[config.mk]
export PLATFORM = sky130hd
export DESIGN_NAME = relm_fifo_mio
export DESIGN_NICKNAME = d
export VERILOG_FILES = /design/src/rtl/relm_fifo_mio.sv
export SDC_FILE = /design/constraint.sdc
export NUM_CORES = 1
export LEC_CHECK = 0
export BUFFER_PORTS_ARGS = -buffer_cell sky130_fd_sc_hd__buf_2
export CAP_MARGIN = 20
export CELL_PAD_IN_SITES_DETAIL_PLACEMENT = 2
export CELL_PAD_IN_SITES_GLOBAL_PLACEMENT = 2
export CORE_MARGIN = 2
export CORE_UTILIZATION = 40
export DETAILED_ROUTE_END_ITERATION = 6
export GPL_TIMING_DRIVEN = 0
export PLACE_DENSITY_LB_ADDON = 0.2
export SETUP_SLACK_MARGIN = 0.05
export SYNTH_ARGS = -nofsm -noshare
export SYNTH_HDL_FRONTEND = slang
export SYNTH_SLANG_ARGS = --single-unit
[constraint.sdc]
create_clock -name clk -period 12.2 [get_ports clk]
set_input_delay 0.61 -clock clk [delete_from_list [all_inputs] [get_ports clk]]
set_output_delay 0.61 -clock clk [all_outputs]
set_load 0.05 [all_outputs]
[src/rtl/relm_fifo_mio.sv]
// relm_fifo_mio: multi-channel FIFO I/O peripheral for the ReLM PE ring.
//
// Provides NCH independent show-ahead FIFOs, each 2**WAD words deep and WD
// bits wide. Every channel has one push port and one pop port. Both ports use
// the ring's {strobe, data} (WD+1)-bit bus format.
//
// Ports:
//   clk        - clock; all state updates happen on the rising edge
//   rst_n      - asynchronous active-low reset; empties every channel
//   push_d     - per channel c, slice [c*(WD+1) +: WD+1]:
//                bit WD = push strobe, [WD-1:0] = data
//   push_retry - per channel: the push was not accepted; the PE must retry
//   pop_d      - per channel: bit WD = command strobe, [1:0] = command
//                (00 STATUS, 01 DATA, 10 PEEK, 11 FLUSH)
//   pop_q      - per channel: bit WD = retry, [WD-1:0] = result
//
// Build option:
//   RELM_FIFO_MIO_STATS_EN - adds a high-water register and a sticky overflow
//   flag per channel. Both are reported by STATUS and cleared by FLUSH.
//   Requires WD >= 2*WAD+3.
module relm_fifo_mio #(
  parameter int NCH = 2,
  parameter int WAD = 4,
  parameter int WD  = 32
) (
  input  logic                 clk,
  input  logic                 rst_n,
  input  logic [NCH*(WD+1)-1:0] push_d,
  output logic [NCH-1:0]        push_retry,
  input  logic [NCH*(WD+1)-1:0] pop_d,
  output logic [NCH*(WD+1)-1:0] pop_q
);

  localparam int W     = WD + 1;
  localparam int DEPTH = 2 ** WAD;

  localparam logic [1:0] CMD_STATUS = 2'b00;
  localparam logic [1:0] CMD_DATA   = 2'b01;
  localparam logic [1:0] CMD_PEEK   = 2'b10;
  localparam logic [1:0] CMD_FLUSH  = 2'b11;

  localparam logic [WAD:0] FULL_CNT = (WAD+1)'(DEPTH);

  for (genvar c = 0; c < NCH; c++) begin : gCh
    logic          pushStb;
    logic [WD-1:0] pushData;
    logic          cmdStb;
    logic [1:0]    cmd;
    logic          unusedCmdBits;

    logic [WAD:0]  wptr_q, wptr_d;
    logic [WAD:0]  rptr_q, rptr_d;
    logic [WAD:0]  count_q, count_d;
    logic [WD-1:0] head_q, head_d;
    logic [WD-1:0] mem_q [DEPTH];

    logic          empty, full, deq, flush, retry, enq;
    logic [WAD:0]  countAfterDeq;
    logic [WD-1:0] statusWord;
    logic [WD:0]   popResp;

    assign pushStb       = push_d[c*W + WD];
    assign pushData      = push_d[c*W +: WD];
    assign cmdStb        = pop_d[c*W + WD];
    assign cmd           = pop_d[c*W +: 2];
    assign unusedCmdBits = ^pop_d[c*W + 2 +: WD-2];

    // Control decode and next-state.
    // head_q always holds the word at rptr so that the head is visible in the
    // cycle after its push. When the word written this cycle becomes the head
    // (nothing is left after any dequeue), it is bypassed straight into head_q.
    // Otherwise the head is prefetched from memory at the next read pointer.
    // That slot was written in an earlier cycle, so the read sees stable data.
    always_comb begin
      empty         = (count_q == '0);
      full          = (count_q == FULL_CNT);
      deq           = cmdStb && (cmd == CMD_DATA) && !empty;
      flush         = cmdStb && (cmd == CMD_FLUSH);
      retry         = pushStb && ((full && !deq) || flush);
      enq           = pushStb && !retry;
      countAfterDeq = count_q - (WAD+1)'(deq);
      wptr_d        = wptr_q + (WAD+1)'(enq);
      rptr_d        = flush ? wptr_q : rptr_q + (WAD+1)'(deq);
      count_d       = flush ? '0 : countAfterDeq + (WAD+1)'(enq);
      head_d        = (enq && (countAfterDeq == '0)) ? pushData
                                                     : mem_q[rptr_d[WAD-1:0]];
    end

    // The memory has no reset so that it can map onto a plain dual-port RAM.
    always_ff @(posedge clk) begin
      if (enq) begin
        mem_q[wptr_q[WAD-1:0]] <= pushData;
      end
    end

    always_ff @(posedge clk or negedge rst_n) begin
      if (!rst_n) begin
        wptr_q  <= '0;
        rptr_q  <= '0;
        count_q <= '0;
        head_q  <= '0;
      end else begin
        wptr_q  <= wptr_d;
        rptr_q  <= rptr_d;
        count_q <= count_d;
        head_q  <= head_d;
      end
    end

`ifdef RELM_FIFO_MIO_STATS_EN
    if (WD < 2*WAD + 3) begin : gStatsWidthErr
      $error("relm_fifo_mio: RELM_FIFO_MIO_STATS_EN requires WD >= 2*WAD+3");
    end

    logic [WAD:0] hw_q, hw_d;
    logic         ovf_q, ovf_d;

    // The overflow flag records only retries caused by a full FIFO.
    // A flush resets both statistics.
    always_comb begin
      hw_d  = flush ? '0 : ((count_d > hw_q) ? count_d : hw_q);
      ovf_d = flush ? 1'b0 : (ovf_q || (pushStb && full && !deq));
    end

    always_ff @(posedge clk or negedge rst_n) begin
      if (!rst_n) begin
        hw_q  <= '0;
        ovf_q <= 1'b0;
      end else begin
        hw_q  <= hw_d;
        ovf_q <= ovf_d;
      end
    end

    always_comb begin
      statusWord                  = '0;
      statusWord[WAD:0]           = count_q;
      statusWord[2*WAD+1:WAD+1]   = hw_q;
      statusWord[WD-1]            = ovf_q;
    end
`else
    always_comb begin
      statusWord = {{(WD-WAD-1){1'b0}}, count_q};
    end
`endif

    // Same-cycle command response. It is built only from registered state,
    // so there is no path from push to pop within a cycle.
    always_comb begin
      popResp = '0;
      if (!cmdStb) begin
        popResp[0] = !empty;
      end else begin
        case (cmd)
          CMD_DATA:   popResp = empty ? {1'b1, {WD{1'b0}}} : {1'b0, head_q};
          CMD_STATUS: popResp = {1'b0, statusWord};
          CMD_PEEK:   popResp = {empty, (empty ? {WD{1'b0}} : head_q)};
          CMD_FLUSH:  popResp = {1'b0, {(WD-WAD-1){1'b0}}, count_q};
          default:    popResp = '0;
        endcase
      end
    end

    // Outputs are forced quiet while reset is asserted.
    // This holds even when strobes are active.
    assign pop_q[c*W +: W] = rst_n ? popResp : '0;
    assign push_retry[c]   = rst_n && retry;
  end

endmodule

; Word level (Yosys, flattened, before mapping)
; Memory sizes are Yosys's and may differ from the RTL's.
; Cells that the tools add are included.
[classes]
n_addsub = 8
n_eq_ne = 8
muxes = 22
n_reduce_logical = 32
[ops]
columns = operator, n
row1 = 33-bit case mux with 3 select lines, 2
row2 = 32-bit 2-to-1 mux, 6
row3 = 33-bit 2-to-1 mux, 4
row4 = 5-bit by 1-bit adder with 5-bit output, 6
row5 = 5-bit logical NOT, 4
row6 = 5-bit 2-to-1 mux, 4
row7 = 1-bit logical AND, 16
row8 = "5-bit equality test, second input constant", 2
row9 = 5-bit by 1-bit subtractor with 5-bit output, 2
row10 = "2-bit equality test, second input constant", 4
row11 = 1-bit logical NOT, 6
row12 = 1-bit 2-to-1 mux, 6
row13 = "2-bit by 1-bit equality test with 1-bit output, second input constant", 2
row14 = 2-bit logical NOT, 2
row15 = 2-bit OR reduction, 2
row16 = 1-bit logical OR, 2
[word_totals]
register_bits = 94
ram_bits = 1024
inputBits = 134
out_inout_bits = 68
wordCells = 80
n_memories = 2
[mem_list]
columns = memory, depth, width, rd, rd_ports_with_merged_regs, write_ports, line
row1 = gCh[0].mem_q, 16, 32, 1, 0, 1, 55  ; logic [WD-1:0] mem_q [DEPTH];
row2 = gCh[1].mem_q, 16, 32, 1, 0, 1, 55

; Logic depth before layout (Yosys ltp)
; Gate-level depths: netlist of the first run.
[logic_depth]
word_depth = 11
ltp_mapped = 15
mapped_depth_nobuf = 13

; Worst setup path after synthesis of the first run
; No wires, ideal clock.
[synth_timing]
path_kind = in2reg
from = in pop_d[0]
to = mem gCh[0].mem_q[3][0], enable pin
setup_time_ns = 0.502
arrival_time_ns = 4.595
setup_slack_ns = 7.104
stages = 6
n_path_buf = 1
path_cell_list = ha_1 -> buf_2 -> and2_4 -> a31oi_1 -> nand2_1 -> nor4_1
[synth_via]
elab_chain_len = 11
[synth_lines]
columns = element, line
row1 = "start, declared", 30  ; input logic [NCH*(WD+1)-1:0] pop_d,
row2 = 2-bit by 1-bit equality test with 1-bit output, 77  ; deq = cmdStb && (cmd == CMD_DATA) && !empty;
row3 = 1-bit logical AND (2 in a row), 77
row4 = 1-bit logical NOT, 79  ; retry = pushStb && ((full && !deq) || flush);
row5 = 1-bit logical AND, 79
row6 = 1-bit logical OR (*), 79
row7 = 1-bit logical AND (*), 79
row8 = 1-bit logical NOT (*), 80  ; enq = pushStb && !retry;
row9 = 1-bit logical AND (*), 80
row10 = 1-bit 2-to-1 mux (*), 91  ; if (enq) begin
row11 = 1-bit 2-to-1 mux (implied by the code) (*), 92  ; mem_q[wptr_q[WAD-1:0]] <= pushData;
row12 = "end, declared", 55
; Every way passes the cells marked *; elsewhere a longest branch is shown, timed or not.

; Worst setup path in the final report of the first run
[layout_timing]
from = reg gCh[1].count_q[1]
to = reg gCh[1].head_q[4]
[layout_via]
elab_chain_len = 11
[layout_lines]
columns = element, line
row1 = "start, declared", 53  ; logic [WAD:0] count_q, count_d;
row2 = "start signal, assigned", 105  ; count_q <= count_d;
row3 = "parallel branches: the longest is 10 deep, another holds memory read 16 x 32 bit", --
row4 = 32-bit 2-to-1 mux (*), 85  ; head_d = (enq && (countAfterDeq == '0)) ? pushData
row5 = via gCh[1].head_d[4], 54  ; logic [WD-1:0] head_q, head_d;
row6 = "end signal, assigned", 101  ; head_q <= '0;
row7 = "end signal, assigned", 106  ; head_q <= head_d;
row8 = "end, declared", 54
; Mark *: on every way through the listed nets, which the timed path passes.

==> qor.yml, run 1 <==
fp.coreArea_mm2: 0.1107
hpwl_mm: 104.2
netlist-cell-type-count: 47
grt_pass1_wl_mm: 224.7
vias_per_cell: 5.873
drt_iter0_drc: 2171
power_density_mw_per_mm2: 249.6
drive_above_1_share_pct: 16.24
synthFlopType: "edfxtp_1"
rows: 122
ys_ff_latch: 1114
cp.required_ns: 12.74
drcViolationCount: 0
start_util_pct: 40.33
cts.clk_slew.worst_paths_ns: 0.06
syn_avg_cell_area_um2: 14.75
end_kind: "flip-flop"
cts_buffer_depth: 3
slew_headroom_pct: 22.26
synth_largest_area_cell: "edfxtp_1"
slowest_delay_ns: 0.77
crit_path_top_delay_cell: "clkbuf_1"
fp.dieW_um: 338.0
ir_worst_vdd_mv: 0.1442
period_minus_slack_ns: 4.941
dieHeight_um: 338.0
tightest_slew_ns: 1.157
hold_slack_ns: 0.2740
drv_cap: 0
clock_latency_ns: 0.72
status: "complete, no violations"
slew_viol_final: 0
crit_fanout: 10
io_buffer_count: 141
synth_top_area_share_pct: 68.90
grtUsageTotal_pct: 27.13
syn_inst: 3025
htreeDepth: 3
final_area_mm2: 0.05236
ys_seq_area_share_pct: 73.95
hold_viol_final: 0
crit_chain: "nor4_1, nor2b_1, nor2_1, ha_1, ha_1, xnor2_1, o21a_2, inv_2, buf_4, nor2_1, clkbuf_1, a32oi_1, a21oi_1, o31ai_1"
synthTopCellsByArea: "edfxtp_1 69%, nand2_1 5.1%, dfrtp_1 5.0%, mux2i_1 2.8%, a311oi_1 2.6%"
start_kind: "flip-flop"
vias: 29040
mostFrequentLayoutCells: "1,024 x edfxtp_1, 601 x nand2_1, 203 x buf_2"
routed_wl_mm: 155.5
numCtsBuffers: 119
synthArstFlopShare_pct: 8.079
wl_per_cell_um: 31.46
die_area_mm2: 0.1143
grt_max_degree: 73
cts_root_buf: "clkbuf_16"
yosysWarnings: 0
critPathKind: "flip-flop to flip-flop"
grt_pass1_vias: 32690
syn_nets: 3183
synth_edf_count: 1024
cellLeakagePower_nw: 17.93
hold_class: "primary input to flip-flop"
final_common_cell: "edfxtp_1"
final_util_pct: 47.31
area_growth_pct: 17.31
setup_tns_ns: 0
rsz0062_at_grt: "no"
synth_area_mm2: 0.04463
max_freq_mhz: 202.4
cts_sinks: 1114
critical_path_buf_inv_count: 3
cts_tree: "done"
antenna_found_initial: 9
r2r_slack_ns: 7.26
setup_viol: 0
first_pass_iters: 7
fin_skew_ns: 0.03198
cp.arrival_ns: 5.48
fin_nets: 3509
drtAntennaViolNets: 0
io-pin-count: 202
fillers: 10400
layout_worst_path_cycle_share_pct: 40.50
post_dp_cell_area_mm2: 0.04840
globalplace.congestion: 0.7984
crit_family: "simple AND/OR/NAND/NOR gates"
p_total_w: 0.01307
cts-resized-gates: 0
globalRouteOverflowTotal: 0
-- state kept, by name, indices dropped and copies added (netlist names) --
name         cells
gCh.count_q     10
gCh.wptr_q       8
gCh.rptr_q       8
gCh.head_q      64
gCh.mem_q     1024
-- cells by family after synthesis --
family	Yosys count	synth area share, %
flops	1114	73.95
simple gates	973	9.863
compound gates	538	9.625
buf+inv	234	2.759
mux	124	2.781
fa+ha+maj	24	0.6729
xor+xnor	18	0.3532
-- timing repair --
item                                    CTS  global route
hold endpoints to repair                 24             0
endpoints found under the setup margin    0             0
hold buffers                              1             0
setup buffers                             0             0
-- area by class of cell --
cell class	instances	area (um^2)	area share (%)
Timing Repair Buffer	205	1714	3.274
Tap cell	1488	1862	3.556
Clock buffer	186	3535	6.751
Multi-Input combinational cell	1677	10610	20.27
Antenna cell	2	5.005	0.009559
Sequential cell	1114	33000	63.03
Buffer	213	1145	2.187
Inverter	21	86.33	0.1649
Clock inverter	38	396.6	0.7576
-- final timing paths --
check                                            start                     endpoint  cells after the start
max in group asynchronous                        rst_n  gCh[1].head_q[21]$_DFF_PN0_                      3
hold / removal                               pop_d[32]  gCh[0].count_q[3]$_DFF_PN0_                      3
setup reg to reg           gCh[1].count_q[1]$_DFF_PN0_   gCh[1].head_q[4]$_DFF_PN0_                     14
min in group asynchronous                        rst_n  gCh[0].head_q[24]$_DFF_PN0_                      2
hold reg to reg             gCh[1].wptr_q[0]$_DFF_PN0_   gCh[1].wptr_q[0]$_DFF_PN0_                      1
setup / recovery           gCh[1].count_q[1]$_DFF_PN0_   gCh[1].head_q[4]$_DFF_PN0_                     14
-- per-layer routing --
metal  GRT usage (%)  vias up  wire, um
li1                -    12350         -
met4           11.33       12      6835
met3           3.873      349      7102
met1           32.08    15450     60180
met5               0        -        74
met2           49.29      876     81330
-- Yosys cell counts (3+ instances only) --
| cell | count |
|---|---|
| a32oi_1 | 124 |
| o31ai_1 | 45 |
| dfrtp_1 | 90 |
| nor3b_1 | 8 |
| ha_1 | 24 |
| a211oi_1 | 126 |
| nor2_1 | 47 |
| o21ai_0 | 8 |
| nand3b_1 | 4 |
| and2_4 | 4 |
| nor3_1 | 74 |
| clkbuf_1 | 92 |
| nor4_1 | 3 |
| a21bo_2 | 3 |
| and2_1 | 59 |
| nand2b_1 | 4 |
| a311oi_1 | 132 |
| o31ai_2 | 19 |
| inv_2 | 3 |
| a31oi_1 | 4 |
| inv_1 | 15 |
| nand2_1 | 601 |
| xor2_1 | 8 |
| xnor2_1 | 10 |
| nor2b_1 | 8 |
| edfxtp_1 | 1024 |
| and3_1 | 130 |
| mux2i_1 | 124 |
| a21oi_1 | 64 |
| a22o_1 | 6 |
| buf_1 | 11 |
| nand3_1 | 24 |
| buf_6 | 20 |
| buf_2 | 63 |
| buf_4 | 25 |
-- power breakdown --
| part | internal (W) | leakage, nW | switching, W |
|---|---|---|---|
| sequential | 0.00465 | 10.3 | 0.000163 |
| clock | 0.00213 | 1.92 | 0.00153 |
| combinational | 0.00133 | 5.72 | 0.00327 |
-- worst reg2reg max path: cells and delay by family (launching register included) --
kind / cells / cell delay [ns]
compound gates: 4 / 0.97
xor+xnor: 1 / 0.16
fa+ha+maj: 2 / 0.47
buf+inv: 3 / 1.10
flops: 1 / 0.42
simple gates: 4 / 1.64
-- per-stage QoR --
step / setup WS, ns / std cells
after global routing: 7.085 / 4942
final: 7.259 / 4944
after floorplan: 7.104 / 3025
after detailed placement: 7.341 / 4716
after CTS: 7.342 / 4941
after global placement: 3.141 / 4654
Note: power is estimated with default switching activity, not from simulation.
==> run 2, diff against run 1 <==
--- a/config.mk
+++ b/config.mk
@@ -5,12 +5,13 @@
 export SDC_FILE = /design/constraint.sdc
 export NUM_CORES = 1
 export LEC_CHECK = 0
+export ABC_AREA = 1
 export BUFFER_PORTS_ARGS = -buffer_cell sky130_fd_sc_hd__buf_2
 export CAP_MARGIN = 20
 export CELL_PAD_IN_SITES_DETAIL_PLACEMENT = 2
 export CELL_PAD_IN_SITES_GLOBAL_PLACEMENT = 2
 export CORE_MARGIN = 2
-export CORE_UTILIZATION = 40
+export CORE_UTILIZATION = 37
 export DETAILED_ROUTE_END_ITERATION = 6
 export GPL_TIMING_DRIVEN = 0
 export PLACE_DENSITY_LB_ADDON = 0.2
==> constraint.sdc (replaced) <==
create_clock -name clk -period 4.1 [get_ports clk]
set_input_delay 0.205 -clock clk [delete_from_list [all_inputs] [get_ports clk]]
set_output_delay 0.205 -clock clk [all_outputs]
set_load 0.05 [all_outputs]
==> qor.yml, run 2 <==
status: "complete, no violations"
first_pass_iters: 5  # -2
min_path_cells: 4  # +1
syn_inst: 4717  # +56%
fin_skew_ns: 0.02531  # -0.006674 ns
start_util_pct: 37.22  # -3.1 points
slew_viol_final: 0  # unchanged
period_minus_slack_ns: 3.814  # -1.127 ns
globalplace.congestion: 0.8115  # +1.6%
met3_length_mm: 11.59  # +63%
synth_edf_count: 1024  # unchanged
setup_tns_ns: 0  # unchanged
drcViolationCount: 0  # unchanged
hpwl_mm: 128.9  # +24%
start_kind: "flip-flop"
routed.top_layer: "met4"
hold_class: "primary input to flip-flop"
hold_viol_final: 0  # unchanged
combPwrFrac_pct: 39.2  # +4.0 points
final_util_pct: 43.96  # -3.3 points
globalRouteOverflowTotal: 0  # unchanged
power_density_mw_per_mm2: 726.9  # +190%
grt_max_degree: 67  # -8.2%
crit_fanout: 10  # unchanged
slew_headroom_pct: 24.24  # +2.0 points
ir_worst_vdd_mv: 0.4491  # +210%
r2r_end: "gCh[1].head_q[21]$_DFF_PN0_"
p_int_w: 0.02497  # +210%
drt_iter0_drc: 3456  # +59%
cp.required_ns: 4.79  # -7.95 ns
io-pin-count: 202  # unchanged
dieHeight_um: 370.0  # +9.4%
cts.clk_slew.worst_paths_ns: 0.06  # about the same
synthTopCellsByArea: "edfxtp_1 62%, nand3_1 11%, nand2_1 7.6%, inv_1 6.2%, dfrtp_1 4.5%"
cts_buffer_depth: 3  # unchanged
synth_top_area_share_pct: 62.05  # -6.8 points
synthArstFlopShare_pct: 8.079  # unchanged
final_area_mm2: 0.05852  # +12%
drive_above_1_share_pct: 12.55  # -3.7 points
fp.coreArea_mm2: 0.1331  # +20%
ys_ff_latch: 1114  # unchanged
r2r_slack_ns: 0.29  # -6.97 ns
grt_pass1_vias: 41130  # +26%
reg2reg_from: "gCh[1].count_q[1]$_DFF_PN0_"
synth_area_mm2: 0.04955  # +11%
largest_reg_flops: 1024  # unchanged
cellLeakagePower_nw: 24.62  # +37%
vias_per_cell: 5.385  # -8.3%
max_freq_mhz: 262.2  # +30%
synthFlopType: "edfxtp_1"
end_kind: "flip-flop"
layout_worst_path_cycle_share_pct: 93.02  # +53 points
sequentialPowerShare_pct: 33.6  # -3.2 points
synthTopCellsByCount: "1,051 x nand3_1, 1,024 x edfxtp_1, 1,002 x nand2_1, 813 x inv_1, 256 x nand3b_1"
hold_end: "gCh[1].wptr_q[0]$_DFF_PN0_"
setup_viol: 0  # unchanged
cts_root_buf: "clkbuf_16"
netlist-cell-type-count: 30  # -36%
routed_wl_mm: 188.3  # +21%
syn_nets: 4875  # +53%
clock_latency_ns: 0.77  # +0.05 ns
switching_share_pct: 41.29  # +3.3 points
area_growth_pct: 18.10
drv_cap: 0  # unchanged
fin_nets: 5254  # +50%
mostFrequentLayoutCells: "1,050 x nand3_1, 1,024 x edfxtp_1, 999 x nand2_1"
grt_pass1_wl_mm: 274.0  # +22%
critPathKind: "flip-flop to flip-flop"
rows: 134  # +9.8%
final_common_cell: "nand3_1"
dpl.cell_count: 6657  # +41%
post_cts_buffers: 0  # unchanged
fin_ws_ns: 0.2862  # -6.973 ns
switchingPower_w: 0.01756  # +250%
cts_sinks: 1114  # unchanged
vias: 37510  # +29%
clockPowerShare_pct: 27.2  # -0.8 points
wl_per_cell_um: 27.02  # -14%
io_buffer_count: 139  # -1.4%
fp.dieW_um: 370.0  # +9.4%
fillers: 13860  # +33%
hold_start: "push_d[65]"
syn_avg_cell_area_um2: 10.51  # -29%
ys_seq_area_share_pct: 66.60  # -7.3 points
htreeDepth: 4  # +1
pre_cts_ws_ns: -0.5478  # -7.889 ns
rsz0062_at_grt: "yes"
cts_tree: "done"
tightest_slew_ns: 1.136  # -0.02101 ns
die_area_mm2: 0.1369  # +20%
m1WireLength_mm: 84.78  # +41%
grtUsageTotal_pct: 27.44  # +0.31 points
antenna_found_initial: 5  # -4
synth_most_common_cell: "nand3_1"
yosysWarnings: 0  # unchanged
drtAntennaViolNets: 0  # unchanged
dr_wl_met2_mm: 87.08  # +7.1%
ff2ff_path_depth: 20  # +6
post_dp_cell_area_mm2: 0.05344  # +10%
fin_cells: 6967  # +41%
numCtsBuffers: 132  # +11%
synth_largest_area_cell: "edfxtp_1"
cp.arrival_ns: 4.50  # -0.98 ns
[run 2: how the worst max path moves through the flow]
stage	from	to	slack [ns]	cells after the start
floorplan	gCh[0].count_q[3]$_DFF_PN0_	gCh[0].mem_q[0][0]$_DFFE_PP_	1.22	7
global placement	pop_d[0]	gCh[0].mem_q[3][17]$_DFFE_PP_	-1.43	7
detailed placement	gCh[1].count_q[2]$_DFF_PN0_	gCh[1].head_q[21]$_DFF_PN0_	-0.55	18
CTS	gCh[0].count_q[2]$_DFF_PN0_	gCh[0].head_q[31]$_DFF_PN0_	0.05	19
global route	gCh[1].count_q[2]$_DFF_PN0_	gCh[1].head_q[5]$_DFF_PN0_	0.02	20
finish	gCh[1].count_q[1]$_DFF_PN0_	gCh[1].head_q[21]$_DFF_PN0_	0.29	20
[run 2: critical path, stage by stage (launching register included)]
cell and delay (ns):
dfrtp_1 0.41, nor2_1 0.15, nand2_1 0.07, nor2_1 0.16, nand2_2 0.23, buf_4 0.31, nand3_1 0.10, inv_1 0.12
ha_1 0.24, ha_1 0.30, inv_1 0.06, nand2_1 0.05, o21ai_1 0.17, buf_2 0.35, clkbuf_4 0.35, nand3_1 0.12
nand3_1 0.11, nand3_1 0.13, nand2_1 0.10, nand2_1 0.05, nand2_1 0.14
[run 2: layout make-up]
| class | instances | area [um^2] | share of cell area, % |
|---|---|---|---|
| Antenna cell | 3 | 7.507 | 0.01283 |
| Buffer | 275 | 1439 | 2.459 |
| Clock buffer | 186 | 3892 | 6.652 |
| Clock inverter | 48 | 317.8 | 0.5431 |
| Inverter | 817 | 3067 | 5.240 |
| Multi-Input combinational cell | 2511 | 12360 | 21.13 |
| Sequential cell | 1114 | 33000 | 56.39 |
| Tap cell | 1768 | 2212 | 3.780 |
| Timing Repair Buffer | 245 | 2218 | 3.791 |
[run 2: cell families (layout without fill, tap and decap cells)]
kind of cell               count (synthesis)  count (layout)  share of synthesized area (%)
DFF                                     1114            1114                          66.60
and+or+nand+nor                         2449            2449                          23.26
xor gates and xnor gates                  12              12                         0.2121
adders and majority gates                 24              24                         0.6060
other                                      0               3                              0
buffers and inverters                   1092            1571                          8.966
AOI/OAI and AO/OA                         26              26                         0.3535
[run 2: power groups by stage]
stage / sequential [W] / combinational, W / clock, W
2_1_floorplan: 0.0144 / 0.00914 / 0
3_3_place_gp: 0.0145 / 0.0151 / 0
3_5_place_dp: 0.0145 / 0.0162 / 0
4_1_cts: 0.0143 / 0.0165 / 0.0117
5_1_grt: 0.0144 / 0.0179 / 0.0122
6_report: 0.0143 / 0.0167 / 0.0116
[run 2: timing repair]
action | CTS | global route
hold buffers | 73 | 0
setup endpoints to repair | 64 | 63
gates resized for setup | 15 | 19
endpoints found under the hold margin | 1181 | 0
[run 2: per-layer routing]
layer | vias up | track usage (%)
li1 | 16400 | -
met1 | 19580 | 38.67
met3 | 273 | 3.775
met2 | 1260 | 43.99
met5 | - | 0
met4 | 0 | 8.435
[run 2: through the flow]
stage	hold slack [ns]	power, W
after floorplan	-0.09059	0.02352
after global placement	0.5941	0.02967
after detailed placement	0.1406	0.03069
after CTS	0.003579	0.04255
after global routing	0.07240	0.04451
final	0.06330	0.04254
